===== src/rtl/seg_pkg.sv =====
// Shared constants and scan-state type for the seven-segment scan controller.
package seg_pkg;

    localparam int unsigned SEG_W  = 7;
    localparam int unsigned CODE_W = 4;

    localparam logic [CODE_W-1:0] SEG_BLANK  = 4'hF;
    localparam logic [CODE_W-1:0] SEG_BREATH = 4'b1000;

    typedef enum logic {
        SCAN_BLANK = 1'b0,
        SCAN_SHOW  = 1'b1
    } scan_state_e;

endpackage


===== src/rtl/seg_shadow_buf.sv =====
// One-entry shadow register between the update handshake and the active display.
// An accept always wins over a commit because it can only happen while the entry is empty.
module seg_shadow_buf
    import seg_pkg::*;
#(
    parameter int unsigned DATA_W = 8
) (
    input  logic              clk,
    input  logic              rst,
    input  logic              in_valid,
    input  logic [DATA_W-1:0] in_data,
    input  logic              in_change,
    input  logic              commit,
    output logic              ready,
    output logic              full,
    output logic [DATA_W-1:0] data,
    output logic              change
);

    always_ff @(posedge clk or posedge rst) begin
        if (rst) begin
            full   <= 1'b0;
            data   <= {(DATA_W / CODE_W){SEG_BLANK}};
            change <= 1'b0;
        end else if (in_valid && !full) begin
            full   <= 1'b1;
            data   <= in_data;
            change <= in_change;
        end else if (commit) begin
            full   <= 1'b0;
        end
    end

    assign ready = ~full;

endmodule


===== src/rtl/seg_scan_ctrl.sv =====
// Multiplexed seven-segment scan controller with frame-synchronous display updates.
// Optional feature: define SEG_BLINK_EN for the breathing "8" blink.
module seg_scan_ctrl
    import seg_pkg::*;
#(
    parameter int unsigned NUM_DIG   = 2,
    parameter int unsigned SCAN_DIV  = 50000,
    parameter int unsigned BLANK_CYC = 4,
    parameter int unsigned BLINK_DIV = 16
) (
    input  logic                      clk,
    input  logic                      rst,
    input  logic                      upd_valid,
    output logic                      upd_ready,
    input  logic [CODE_W*NUM_DIG-1:0] upd_data,
    input  logic                      upd_change,
    output logic                      dec_state,
    output logic [CODE_W-1:0]         dec_din,
    input  logic [SEG_W-1:0]          seg_in,
    output logic [SEG_W-1:0]          seg_out,
    output logic [NUM_DIG-1:0]        dig_sel,
    output logic                      frame_tick
);

    localparam int unsigned DATA_W = CODE_W * NUM_DIG;
    localparam int unsigned SLOT_W = (SCAN_DIV > 1) ? $clog2(SCAN_DIV) : 1;
    localparam int unsigned IDX_W  = (NUM_DIG > 1) ? $clog2(NUM_DIG) : 1;

    localparam logic [SLOT_W-1:0] SLOT_LAST  = SLOT_W'(SCAN_DIV - 1);
    localparam logic [SLOT_W-1:0] BLANK_LAST = SLOT_W'(BLANK_CYC - 1);
    localparam logic [IDX_W-1:0]  DIG_LAST   = IDX_W'(NUM_DIG - 1);

    if (NUM_DIG < 2 || BLANK_CYC < 1 || SCAN_DIV <= BLANK_CYC || BLINK_DIV < 1) begin : g_bad_cfg
        $error("seg_scan_ctrl: illegal parameter combination");
    end

    scan_state_e       state, state_nxt;
    logic [SLOT_W-1:0] slot_cnt, slot_nxt;
    logic [IDX_W-1:0]  dig_idx, dig_nxt;
    logic              wrap;
    logic [DATA_W-1:0] active, active_nxt;
    logic              active_change, change_nxt;
    logic [CODE_W-1:0] din_nxt;
    logic [NUM_DIG-1:0] sel_nxt;
    logic              sh_full, sh_change;
    logic [DATA_W-1:0] sh_data;
    logic              blink_mask;

    seg_shadow_buf #(.DATA_W(DATA_W)) u_shadow (
        .clk      (clk),
        .rst      (rst),
        .in_valid (upd_valid),
        .in_data  (upd_data),
        .in_change(upd_change),
        .commit   (wrap),
        .ready    (upd_ready),
        .full     (sh_full),
        .data     (sh_data),
        .change   (sh_change)
    );

    // Slot sequencing, frame wrap and commit of the shadow into the active set
    always_comb begin
        state_nxt  = state;
        slot_nxt   = slot_cnt + 1'b1;
        dig_nxt    = dig_idx;
        wrap       = 1'b0;
        case (state)
            SCAN_BLANK: if (slot_cnt == BLANK_LAST) state_nxt = SCAN_SHOW;
            SCAN_SHOW: begin
                if (slot_cnt == SLOT_LAST) begin
                    state_nxt = SCAN_BLANK;
                    slot_nxt  = '0;
                    if (dig_idx == DIG_LAST) begin
                        dig_nxt = '0;
                        wrap    = 1'b1;
                    end else begin
                        dig_nxt = dig_idx + 1'b1;
                    end
                end
            end
            default: state_nxt = SCAN_BLANK;
        endcase
        active_nxt = (wrap && sh_full) ? sh_data   : active;
        change_nxt = (wrap && sh_full) ? sh_change : active_change;
        din_nxt    = active_nxt[32'(dig_nxt) * CODE_W +: CODE_W];
        sel_nxt    = (state_nxt == SCAN_SHOW) ? (NUM_DIG'(1) << dig_nxt) : '0;
    end

    always_ff @(posedge clk or posedge rst) begin
        if (rst) begin
            state         <= SCAN_BLANK;
            slot_cnt      <= '0;
            dig_idx       <= '0;
            active        <= {NUM_DIG{SEG_BLANK}};
            active_change <= 1'b0;
            dec_din       <= SEG_BLANK;
            dig_sel       <= '0;
            frame_tick    <= 1'b0;
        end else begin
            state         <= state_nxt;
            slot_cnt      <= slot_nxt;
            dig_idx       <= dig_nxt;
            active        <= active_nxt;
            active_change <= change_nxt;
            dec_din       <= din_nxt;
            dig_sel       <= sel_nxt;
            frame_tick    <= wrap;
        end
    end

`ifdef SEG_BLINK_EN
    localparam int unsigned FRM_W = $clog2(BLINK_DIV + 1);

    logic [FRM_W-1:0] frm_cnt;
    logic             blink_phase;

    // Blink phase flips every BLINK_DIV frames
    always_ff @(posedge clk or posedge rst) begin
        if (rst) begin
            frm_cnt     <= '0;
            blink_phase <= 1'b0;
        end else if (wrap) begin
            if (frm_cnt == FRM_W'(BLINK_DIV - 1)) begin
                frm_cnt     <= '0;
                blink_phase <= ~blink_phase;
            end else begin
                frm_cnt     <= frm_cnt + 1'b1;
            end
        end
    end

    // dec_din always holds the active code of the digit being scanned
    assign blink_mask = blink_phase && (dec_din == SEG_BREATH);
`else
    assign blink_mask = 1'b0;
`endif

    assign dec_state = active_change;
    assign seg_out   = (state == SCAN_SHOW && !blink_mask) ? seg_in : '0;

endmodule


===== config.mk =====
export PLATFORM = sky130hd
export DESIGN_NAME = seg_scan_ctrl
export DESIGN_NICKNAME = d
export VERILOG_FILES = /design/src/rtl/seg_pkg.sv /design/src/rtl/seg_shadow_buf.sv /design/src/rtl/seg_scan_ctrl.sv
export SDC_FILE = /design/constraint.sdc
export NUM_CORES = 1
export LEC_CHECK = 0
export CORE_AREA = 3 3 69 71
export CTS_CLUSTER_SIZE = 14
export DETAILED_ROUTE_END_ITERATION = 6
export DIE_AREA = 0 0 72 74
export HOLD_SLACK_MARGIN = 0.15
export PLACE_DENSITY_LB_ADDON = 0.2
export REMOVE_ABC_BUFFERS = 1
export SLEW_MARGIN = 0
export SYNTH_ARGS = -nofsm -noshare
export SYNTH_HDL_FRONTEND = slang
export SYNTH_SLANG_ARGS = --single-unit

===== constraint.sdc =====
create_clock -name clk -period 2.35 [get_ports clk]
set_clock_uncertainty 0.2 [all_clocks]
set_input_delay 0.47 -clock clk [delete_from_list [all_inputs] [get_ports clk]]
set_output_delay 0.47 -clock clk [all_outputs]
set_load 0.01 [all_outputs]

---- Word-level counts from Yosys, hierarchy flattened ----
Index checks and enable logic that the tools add are counted.
operators by class
  $add $sub $neg .......................... 2
  $mul .................................... 0
  div/mod/pow operators ................... 0
  magnitude comparators ................... 0
  eq/ne operators ......................... 2
  shifts and indexed selects .............. 2
  multiplexer cells ....................... 16
  bitwise logic cells ..................... 2
  reduce and logical (&&, ||, !) cells .... 4
operators by type and width
  cell                                                                     count
  16-bit 2-to-1 mux                                                        2
  16-bit by 1-bit adder with 16-bit output (second input constant)         1
  16-bit equality test (second input constant)                             1
  16-bit by 2-bit equality test with 1-bit output (second input constant)  1
  1-bit 2-to-1 mux                                                         10
  8-bit 2-to-1 mux                                                         1
  8-bit by 4-bit indexed part select with 4-bit output                     1
  7-bit 2-to-1 mux                                                         1
  1-bit logical AND                                                        2
  2-bit 2-to-1 mux                                                         1
  1-bit inverter                                                           2
  1-bit one-hot mux with 2 select lines                                    1
  2-bit nonzero test                                                       1
  1-bit by 1-bit << shifter with 2-bit output (first input constant)       1
  1-bit adder (second input constant)                                      1
  1-bit zero test                                                          1
storage, ports and cells
  bits in registers ....................... 44
  bits in latches ......................... 0
  memory bits (writable) .................. 0
  ROM bits ................................ 0
  bits of input ports ..................... 19
  output and inout port bits .............. 16
  word-level logic and storage cells ...... 39
  memories ................................ 0

---- Logic depth before layout (Yosys ltp) ----
Gate-level depths: netlist of the first run.
  depth after elaboration ................. 6
  mapped depth ............................ 9
  gate-level depth less buffers ........... 8

---- By module ----
Synthesis of the first run repeated with hierarchy kept, for this count alone.
second synthesis, totals
  cell total of the unflattened synthesis .. 162
  area, all modules ....................... 1985.7 um^2
by module, submodules not included
  module          instances  cells each  area each (um^2)  seq. area each (um^2)
  seg_scan_ctrl   1          138         1557.7            865.8
  seg_shadow_buf  1          24          427.9             260.2

---- Least setup slack after synthesis of the first run ----
Ideal clock, no wire load.
  kind .................................... register -> register
  from .................................... register slot_cnt[0]
  to ...................................... register dec_din[0]
  library setup time ...................... 0.076 ns
  arrival time ............................ 2.070 ns
  required time ........................... 2.074 ns
  path slack .............................. 0.004 ns
  cell stages (with the launch flop) ...... 10
  buffers on the path ..................... 1
  path through ............................ dfrtp_1 > ha_1 > nor4b_1 > and4_1 > buf_2 > ha_1 > nand3_1 > mux2_2 > nor2_1 > nor2_1
on the way
  longest elaborated chain between the ends .. 6
ends and longest elaborated chain
  what                                                  RTL line              text
  from (decl)                                           seg_scan_ctrl.sv:38   logic [SLOT_W-1:0] slot_cnt, slot_nxt;
  from (signal assigned)                                seg_scan_ctrl.sv:102  slot_cnt <= slot_nxt;
  16-bit equality test                                  seg_scan_ctrl.sv:71   if (slot_cnt == SLOT_LAST) begin
  1-bit 2-to-1 mux                                      seg_scan_ctrl.sv:71
  1-bit 2-to-1 mux                                      seg_scan_ctrl.sv:68   case (state)
  1-bit logical AND                                     seg_scan_ctrl.sv:84   active_nxt = (wrap && sh_full) ? sh_data : active;
  8-bit 2-to-1 mux                                      seg_scan_ctrl.sv:84
  net active_nxt[0]                                     seg_scan_ctrl.sv:41   logic [DATA_W-1:0] active, active_nxt;
  8-bit by 4-bit indexed part select with 4-bit output  seg_scan_ctrl.sv:86   din_nxt = active_nxt[32'(dig_nxt) * CODE_W +: CODE_W];
  net din_nxt[0]                                        seg_scan_ctrl.sv:43   logic [CODE_W-1:0] din_nxt;
  to (signal assigned)                                  seg_scan_ctrl.sv:106  dec_din <= din_nxt;
  to (decl)                                             seg_scan_ctrl.sv:18   output logic [CODE_W-1:0] dec_din,
The timed path passes the listed nets, and every way through them passes these cells.
A chain may end at the register's enable or synchronous reset.

---- Worst setup path in the final report of the first run ----
  from .................................... input port seg_in[0]
  to ...................................... output port seg_out[0]
on the way
  longest elaborated chain between the ends .. 1
ends and longest elaborated chain
  what              RTL line              text
  from (decl)       seg_scan_ctrl.sv:19   input logic [SEG_W-1:0] seg_in,
  7-bit 2-to-1 mux  seg_scan_ctrl.sv:140  assign seg_out = (state == SCAN_SHOW && !blink_mask) ? seg_in : '0;
  to (decl)         seg_scan_ctrl.sv:20   output logic [SEG_W-1:0] seg_out,
Every way passes these cells.

==> impl_summary.log, run 1 <==
[metrics] run status: finished clean
[metrics] class of the most critical setup path: input pin to output pin
[metrics] Worst setup EP type: output pin
[metrics] Port Buf Inserts: 34
[metrics] global router's overall resource usage: 14.1%
[metrics] count of final setup violators: 0
[metrics] pins over their slew limit: 0
[metrics] root buffer cell: clkbuf_8
[metrics] Crit path required time: 1.68 ns
[metrics] number of synthesized flops with an enable pin: 0
[metrics] total of warnings raised by yosys: 0
[metrics] Fin Setup TNS: 0 ns
[metrics] fraction of power consumed by combinational cells: 6.1%
[metrics] adder and majority gate portion of the synthesized area: 1.29%
[metrics] Std-Cell Core Area: 4290 µm²
[metrics] pin count of the biggest net entering global routing: 45
[metrics] initial antenna violation count: 0
[metrics] Internal Pwr Total: 1090 µW
[metrics] layout cells sized above 1: 31.6%
[metrics] signal arrival time at the worst endpoint: 1.57 ns
[metrics] initial standard-cell utilization of the core: 45.1%
[metrics] Worst Setup Slack, final: 0.109 ns
[metrics] number of sinks on the clock net: 44
[metrics] most common cell after layout, fill and taps aside: clkdlybuf4s50_1
[metrics] floorplan die area: 5330 µm²
[metrics] number of synthesized register bits: 44
[metrics] synthesized netlist cell count: 159
[metrics] average footprint of a synthesized cell: 12.2 µm²
[metrics] total wire length: 3.43 mm
[metrics] TritonCTS clock tree: built
[metrics] unique cell type count in the Yosys netlist: 33
[metrics] top_reg_cell synth: dfrtp_1
[metrics] Chip Height: 74 µm
[metrics] quantity of gates resized following cts: 0
[metrics] final weighted congestion in routability-driven placement: 0.807
[metrics] highest-count cells in the layout ignoring fill and taps: clkdlybuf4s50_1, dfrtp_1, nor2_1, dfstp_2, mux2_2
[metrics] peak ir drop on the vdd network: 0.359 mV
[metrics] combinational family with the most area after synthesis: simple AND/OR/NAND/NOR gates
[metrics] Nets: 226
[metrics] post-synthesis compound-gate area fraction: 2.33%
[metrics] mean number of vias per cell: 5.02
[metrics] diode count: 0
[metrics] net load switching power: 292 µW
[metrics] Max Fclk: 446 MHz
[metrics] area of all placed cells without fillers: 2500 µm²
[metrics] mean routed wirelength per cell: 13.3 µm
[metrics] maximum fanout count along the critical path: 1
[metrics] worst hold path class: flop to flop
[metrics] first-pass GRT wire length: 5.75 mm
[metrics] total setup buffers inserted after CTS: 0
[metrics] number of buffers created by CTS: 5
[metrics] H-tree lvl count: 2
[metrics] DR DRC count: 0
[metrics] worst-margin pin slew: 0.532 ns
[metrics] Seq. cell area: 1130 µm²
[metrics] DR vias: 1296
[metrics] cell row count: 24
[metrics] post-synthesis share of cell area spent on xor and xnor gates: 5.43%
[metrics] Switching Share: 21.2%
[metrics] tightest slew margin relative to the limit: 64.5%
[metrics] RSZ-0062 raised after global routing: no
[metrics] final clock period utilization by the worst path: 95.3%
[metrics] filler instances: 363
[metrics] total power per unit cell area: 551 nW/µm²
[metrics] Bufs on Longest Clock Path: 2
[metrics] shortest clock period the worst path allows after layout: 2.24 ns
[metrics] proportion of synthesized chip area in sequential cells: 58.2%
[metrics] share of synthesized flip-flops with an asynchronous set or reset: 100%
[metrics] nature of the critical path startpoint: input pin
[metrics] setup slack after placement: 0.0337 ns
[metrics] Skew-Pair Late Insertion Delay: 0.29 ns
[metrics] total of max-cap violations: 0
[metrics] total power after layout: 1380 µW
[metrics] drt initial violations: 43
[metrics] area added between synthesis and finish: 29.2%
[metrics] Congestion Overflow GR: 0
[metrics] number of iterations in the first detailed-routing pass: 2
[metrics] count of endpoints failing hold in the final timing report: 0
[metrics] simple-gate share of the synthesized area: 18.4%
[metrics] Clock Power Share: 35.8%
[metrics] cell area after synthesis: 1940 µm²
[metrics] dpl cell area: 2380 µm²
[metrics] detailed-placement wirelength estimate: 2.49 mm
[metrics] share of the core filled with cells: 58.2%
[metrics] mux cell area share after synthesis: 11.5%
[metrics] clock-pin slew on the worst setup and hold paths: 0.08 ns
[metrics] top-level port count: 35
[metrics] Static Leakage: 0.00110 µW
[metrics] total area of multi-input combinational cells: 776 µm²
[metrics] width of the chip: 72 µm
[metrics] via count of the first global-routing pass: 1294
[metrics] proportion of power drawn by flip-flops and latches: 58.1%
[metrics] number of buffers inserted by hold repair at cts: 0
[metrics] post-route ant nets: 0
## sequential cells by signal (all words and copies together) (netlist names)
name / count
u_shadow.change: 1
active: 8
dec_din: 4
frame_tick: 1
u_shadow.full: 1
u_shadow.data: 8
slot_cnt: 16
state: 1
dig_sel: 2
dec_state: 1
dig_idx: 1
## cell usage after synthesis (3+ instances only)
cell type | count | area (µm²)
xor2_1 | 7 | 61.3
dfrtp_1 | 24 | 601
mux2_2 | 18 | 203
xnor2_1 | 5 | 43.8
inv_1 | 4 | 15.0
and4_1 | 3 | 26.3
and2_1 | 9 | 56.3
nand2_1 | 5 | 18.8
dfstp_2 | 20 | 526
nor2_1 | 21 | 78.8
nand4_1 | 4 | 25.0
nand3_1 | 6 | 30.0
## cells by family (layout without fill, tap and decap cells)
| kind of cell | count (synthesis) | count (layout) |
|---|---|---|
| compound gates | 7 | 7 |
| xor+xnor | 12 | 12 |
| fa+ha+maj | 2 | 2 |
| buf+inv | 10 | 57 |
| flops | 44 | 44 |
| mux | 20 | 20 |
| simple gates | 64 | 64 |
## power by group through the flow
stage          combinational (µW)  clock [µW]  sequential, µW
2_1_floorplan                37.5           0             810
3_3_place_gp                 84.0           0             814
3_5_place_dp                 86.3           0             815
4_1_cts                      86.4         510             801
5_1_grt                      92.0         541             804
6_report                     84.1         492             801
## critical path: stages
cell             delay [ns]
clkdlybuf4s50_1        0.45
and2_1                 0.12
clkdlybuf4s50_1        0.53
## metrics by stage
| stage | cells | hold WS [ns] |
|---|---|---|
| finish | 258 | 0.266 |
| global route | 258 | 0.279 |
| CTS | 258 | 0.264 |
| detailed placement | 250 | 0.253 |
| global placement | 250 | 0.236 |
| floorplan | 153 | 0.224 |
## layout make-up
| cell class | instances | share of cell area, % |
|---|---|---|
| clock inverter | 2 | 0.500 |
| clock buffer | 6 | 3.30 |
| timing repair buffer | 45 | 16.9 |
| multi-input combinational | 105 | 31.0 |
| inverter | 4 | 0.600 |
| tap | 52 | 2.60 |
| sequential | 44 | 45.1 |
## per-layer routing
| layer | GRT usage [%] | wire length, µm | vias up |
|---|---|---|---|
| met5 | 0 | 0 | - |
| met4 | 6.26 | 48 | 0 |
| met3 | 5.14 | 199 | 5 |
| met2 | 22.9 | 1620 | 28 |
| met1 | 17.0 | 1570 | 629 |
| li1 | - | - | 634 |
## path summary, 6_finish.rpt
| path | from | to | slack (ns) | cells past startpoint |
|---|---|---|---|---|
| worst max-delay path | seg_in[0] | seg_out[0] | 0.11 | 3 |
| max in group asynchronous | rst | state$_DFF_PP0_ | 1.14 | 3 |
| worst max register to register | slot_cnt[0]$_DFF_PP0_ | dec_din[3]$_DFF_PP1_ | 0.16 | 9 |
| worst min register to register | slot_cnt[0]$_DFF_PP0_ | slot_cnt[0]$_DFF_PP0_ | 0.27 | 1 |
| min in group asynchronous | rst | u_shadow.change$_DFFE_PP0P_ | 0.40 | 3 |
| worst min-delay path | slot_cnt[0]$_DFF_PP0_ | slot_cnt[0]$_DFF_PP0_ | 0.27 | 1 |
Power figures use the tool's default switching activity.
==> inputs of run 2 (changes only) <==
--- a/config.mk
+++ b/config.mk
@@ -5,10 +5,12 @@
 export SDC_FILE = /design/constraint.sdc
 export NUM_CORES = 1
 export LEC_CHECK = 0
-export CORE_AREA = 3 3 69 71
+export ABC_AREA = 1
+export CORE_AREA = 3 3 72 74
 export CTS_CLUSTER_SIZE = 14
 export DETAILED_ROUTE_END_ITERATION = 6
-export DIE_AREA = 0 0 72 74
+export DIE_AREA = 0 0 75 77
+export GPL_ROUTABILITY_DRIVEN = 0
 export HOLD_SLACK_MARGIN = 0.15
 export PLACE_DENSITY_LB_ADDON = 0.2
 export REMOVE_ABC_BUFFERS = 1
==> impl_summary.log, run 2 <==
[metrics] share of synthesized flip-flops with an asynchronous set or reset: 100% (unchanged)
[metrics] count of endpoints failing hold in the final timing report: 0 (unchanged)
[metrics] detailed-placement wirelength estimate: 2.68 mm (+7.5%)
[metrics] via count of the first global-routing pass: 1368 (+5.7%)
[metrics] area added between synthesis and finish: 27.0%
[metrics] Worst setup EP type: output pin
[metrics] clock-pin slew on the worst setup and hold paths: 0.09 ns (about the same)
[metrics] mean number of vias per cell: 4.72 (-6.0%)
[metrics] top-count cell post-synth: nand2_1
[metrics] register with the most flip-flops: slot_cnt
[metrics] cell row count: 25 (+4.2%)
[metrics] width of the chip: 75 µm (+4.2%)
[metrics] most repeated library cell on the critical path: clkdlybuf4s50_1
[metrics] library cell with the largest summed area after synthesis: dfrtp_1
[metrics] TritonCTS clock tree: built
[metrics] register-to-register setup slack: 0.22 ns (+0.06 ns)
[metrics] peak ir drop on the vdd network: 0.316 mV (-12%)
[metrics] drt initial violations: 102 (+140%)
[metrics] most common cell after layout, fill and taps aside: nand2_1
[metrics] number of sinks on the clock net: 44 (unchanged)
[metrics] root buffer cell: clkbuf_8
[metrics] count of buffering cells on the critical path with inverters included: 3 (+1)
[metrics] area of all placed cells without fillers: 2640 µm² (+5.7%)
[metrics] RR Endpoint: dec_din[3]$_DFF_PP1_
[metrics] Skew-Pair Late Insertion Delay: 0.30 ns (about the same)
[metrics] shortest clock period the worst path allows after layout: 2.22 ns (-0.0195 ns)
[metrics] Std-Cell Core Area: 4660 µm² (+8.5%)
[metrics] unique cell type count in the Yosys netlist: 28 (-15%)
[metrics] CP max stage cell: clkdlybuf4s50_1
[metrics] highest-count cells in the layout ignoring fill and taps: nand2_1, clkdlybuf4s50_1, inv_1, nor2_1, dfrtp_1
[metrics] number of buffers created by CTS: 5 (unchanged)
[metrics] layout cells sized above 1: 21.5% (-10 points)
[metrics] post-route ant nets: 0 (unchanged)
[metrics] run status: finished clean
[metrics] pins over their slew limit: 0 (unchanged)
[metrics] dpl cell area: 2500 µm² (+4.9%)
[metrics] hold_sp: active[7]$_DFF_PP1_
[metrics] top_reg_cell synth: dfrtp_1
[metrics] worst-margin pin slew: 0.255 ns (-0.276 ns)
[metrics] first-pass GRT wire length: 6.38 mm (+11%)
[metrics] cell area after synthesis: 2080 µm² (+7.5%)
[metrics] DR vias: 1554 (+20%)
[metrics] Congestion Overflow GR: 0 (unchanged)
[metrics] Crit path required time: 1.68 ns (about the same)
[metrics] diode count: 0 (unchanged)
[metrics] total power after layout: 1480 µW (+7.2%)
[metrics] count of final setup violators: 0 (unchanged)
[metrics] worst hold path class: flop to flop
[metrics] final clock period utilization by the worst path: 94.5% (-0.83 points)
[metrics] number of cells traversed by the worst register-to-register path: 10 (+1)
[metrics] Nets: 295 (+31%)
[metrics] initial antenna violation count: 0 (unchanged)
[metrics] mean routed wirelength per cell: 11.2 µm (-15%)
[metrics] signal arrival time at the worst endpoint: 1.55 ns (-0.02 ns)
[metrics] top-level port count: 35 (unchanged)
[metrics] largest stage delay on the critical path: 0.52 ns (about the same)
[metrics] class of the most critical setup path: input pin to output pin
[metrics] number of synthesized flops with an enable pin: 0 (unchanged)
[metrics] initial standard-cell utilization of the core: 44.6% (-0.43 points)
[metrics] total of warnings raised by yosys: 0 (unchanged)
[metrics] DR DRC count: 0 (unchanged)
[metrics] total wire length: 3.70 mm (+7.8%)
[metrics] tightest slew margin relative to the limit: 83.0% (+18 points)
[metrics] commonest cells in the netlist: nand2_1, inv_1, nor2_1, dfrtp_1, dfstp_2
[metrics] Hold Crit Endpoint: active[7]$_DFF_PP1_
[metrics] Largest register FFs: 16 (unchanged)
[metrics] nature of the critical path startpoint: input pin
[metrics] Fin Setup TNS: 0 ns (unchanged)
[metrics] total of max-cap violations: 0 (unchanged)
[metrics] synthesized netlist cell count: 232 (+46%)
[metrics] proportion of synthesized chip area in sequential cells: 54.1% (-4.1 points)
[metrics] floorplan die area: 5780 µm² (+8.4%)
[metrics] Max Fclk: 450 MHz (+0.88%)
[metrics] number of iterations in the first detailed-routing pass: 4 (+2)
[metrics] family with the most delay on the worst path: buffers and inverters
[metrics] global router's overall resource usage: 14.3% (+0.25 points)
[metrics] number of synthesized register bits: 44 (unchanged)
[metrics] average footprint of a synthesized cell: 8.97 µm² (-26%)
[metrics] total power per unit cell area: 559 nW/µm² (+1.5%)
[metrics] pin count of the biggest net entering global routing: 45 (unchanged)
[metrics] Port Buf Inserts: 34 (unchanged)
[metrics] critical path cell sequence: clkdlybuf4s50_1, nand2_1, inv_1, clkdlybuf4s50_1
[metrics] Chip Height: 77 µm (+4.1%)
[metrics] share of the core filled with cells: 56.7% (-1.5 points)
[metrics] Synth top area share: 28.9% (-2.2 points)
[metrics] Static Leakage: 0.00126 µW (+15%)
[metrics] maximum fanout count along the critical path: 1 (unchanged)
[metrics] launch instance of the worst register-to-register path: slot_cnt[10]$_DFF_PP0_
[metrics] H-tree lvl count: 2 (unchanged)
[metrics] worst hold path depth: 2 (+1)
[metrics] Bufs on Longest Clock Path: 2 (unchanged)
[metrics] minimum hold slack: 0.279 ns (+0.0128 ns)
[metrics] largest registers: slot_cnt (16), active (8), u_shadow.data (8)
[metrics] Synth area leaders: dfrtp_1, dfstp_2, nand2_1, inv_1, nor2_1
-- run 2: cell types whose count changed after synthesis, sizes merged, moves of 7 or more --
| cell | before | now |
|---|---|---|
| nand2 | 5 | 58 |
| and2 | 11 | 1 |
| a21oi | 2 | 9 |
| nand3 | 6 | 14 |
| o21ai | 2 | 11 |
| mux2 | 18 | 8 |
| nor2 | 21 | 32 |
| inv | 4 | 36 |
-- run 2: stage by stage --
step	std cells	setup WS (ns)
2_1_floorplan	229	0.312
3_3_place_gp	320	0.134
3_5_place_dp	320	0.127
4_1_cts	328	0.116
5_1_grt	329	-0.000819
6_report	329	0.129
-- run 2: worst max-delay path by stage --
stage,cells past startpoint,endpoint,start,slack [ns]
2_1_floorplan,11,dec_din[3]$_DFF_PP1_,slot_cnt[0]$_DFF_PP0_,0.31
3_3_place_gp,4,seg_out[6],seg_in[6],0.13
3_5_place_dp,13,dec_din[0]$_DFF_PP1_,slot_cnt[0]$_DFF_PP0_,0.13
4_1_cts,12,dec_din[0]$_DFF_PP1_,slot_cnt[0]$_DFF_PP0_,0.12
5_1_grt,11,dec_din[0]$_DFF_PP1_,slot_cnt[4]$_DFF_PP0_,-0.0008
6_report,4,seg_out[3],seg_in[3],0.13
-- run 2: worst register-to-register path, delay by kind of cell, from the launching register on --
kind / cells / cell delay [ns]
fa+ha+maj: 1 / 0.32
buf+inv: 2 / 0.18
flops: 1 / 0.42
simple gates: 5 / 0.75
compound gates: 2 / 0.19
-- run 2: area by class of cell --
class / instances / area (µm²)
flip-flops and latches: 44 / 1130
well taps: 54 / 67.6
fillers: 437 / 2020
inverters: 36 / 138
multi-input cells: 149 / 806
repair buffers: 38 / 383
clock buffers: 8 / 123
-- run 2: what timing repair did --
action                     4_1_cts  5_1_grt
buffers inserted                 0        1
setup endpoints to repair        0       10
resized for setup                0        3
hold buffers                     0        0
-- run 2: layer usage --
metal	global-route usage (%)	wire (µm)
met5	0	0
met4	5.34	68
met3	4.19	278
met2	19.9	1600
met1	21.0	1760
-- run 2: power breakdown --
part	leakage [µW]	switching (µW)	internal [µW]
sequential	0.000509	8.60	788
combinational	0.000692	31.4	53.8
clock	0.0000618	256	339
total	0.00126	296	1180
-- run 2: cells by family after synthesis --
logic type      share of synthesized area [%]
fa+ha+maj                                1.20
simple gates                             23.5
flops                                    54.1
buf+inv                                  7.70
xor+xnor                                 4.21
mux                                      4.33
compound gates                           4.99
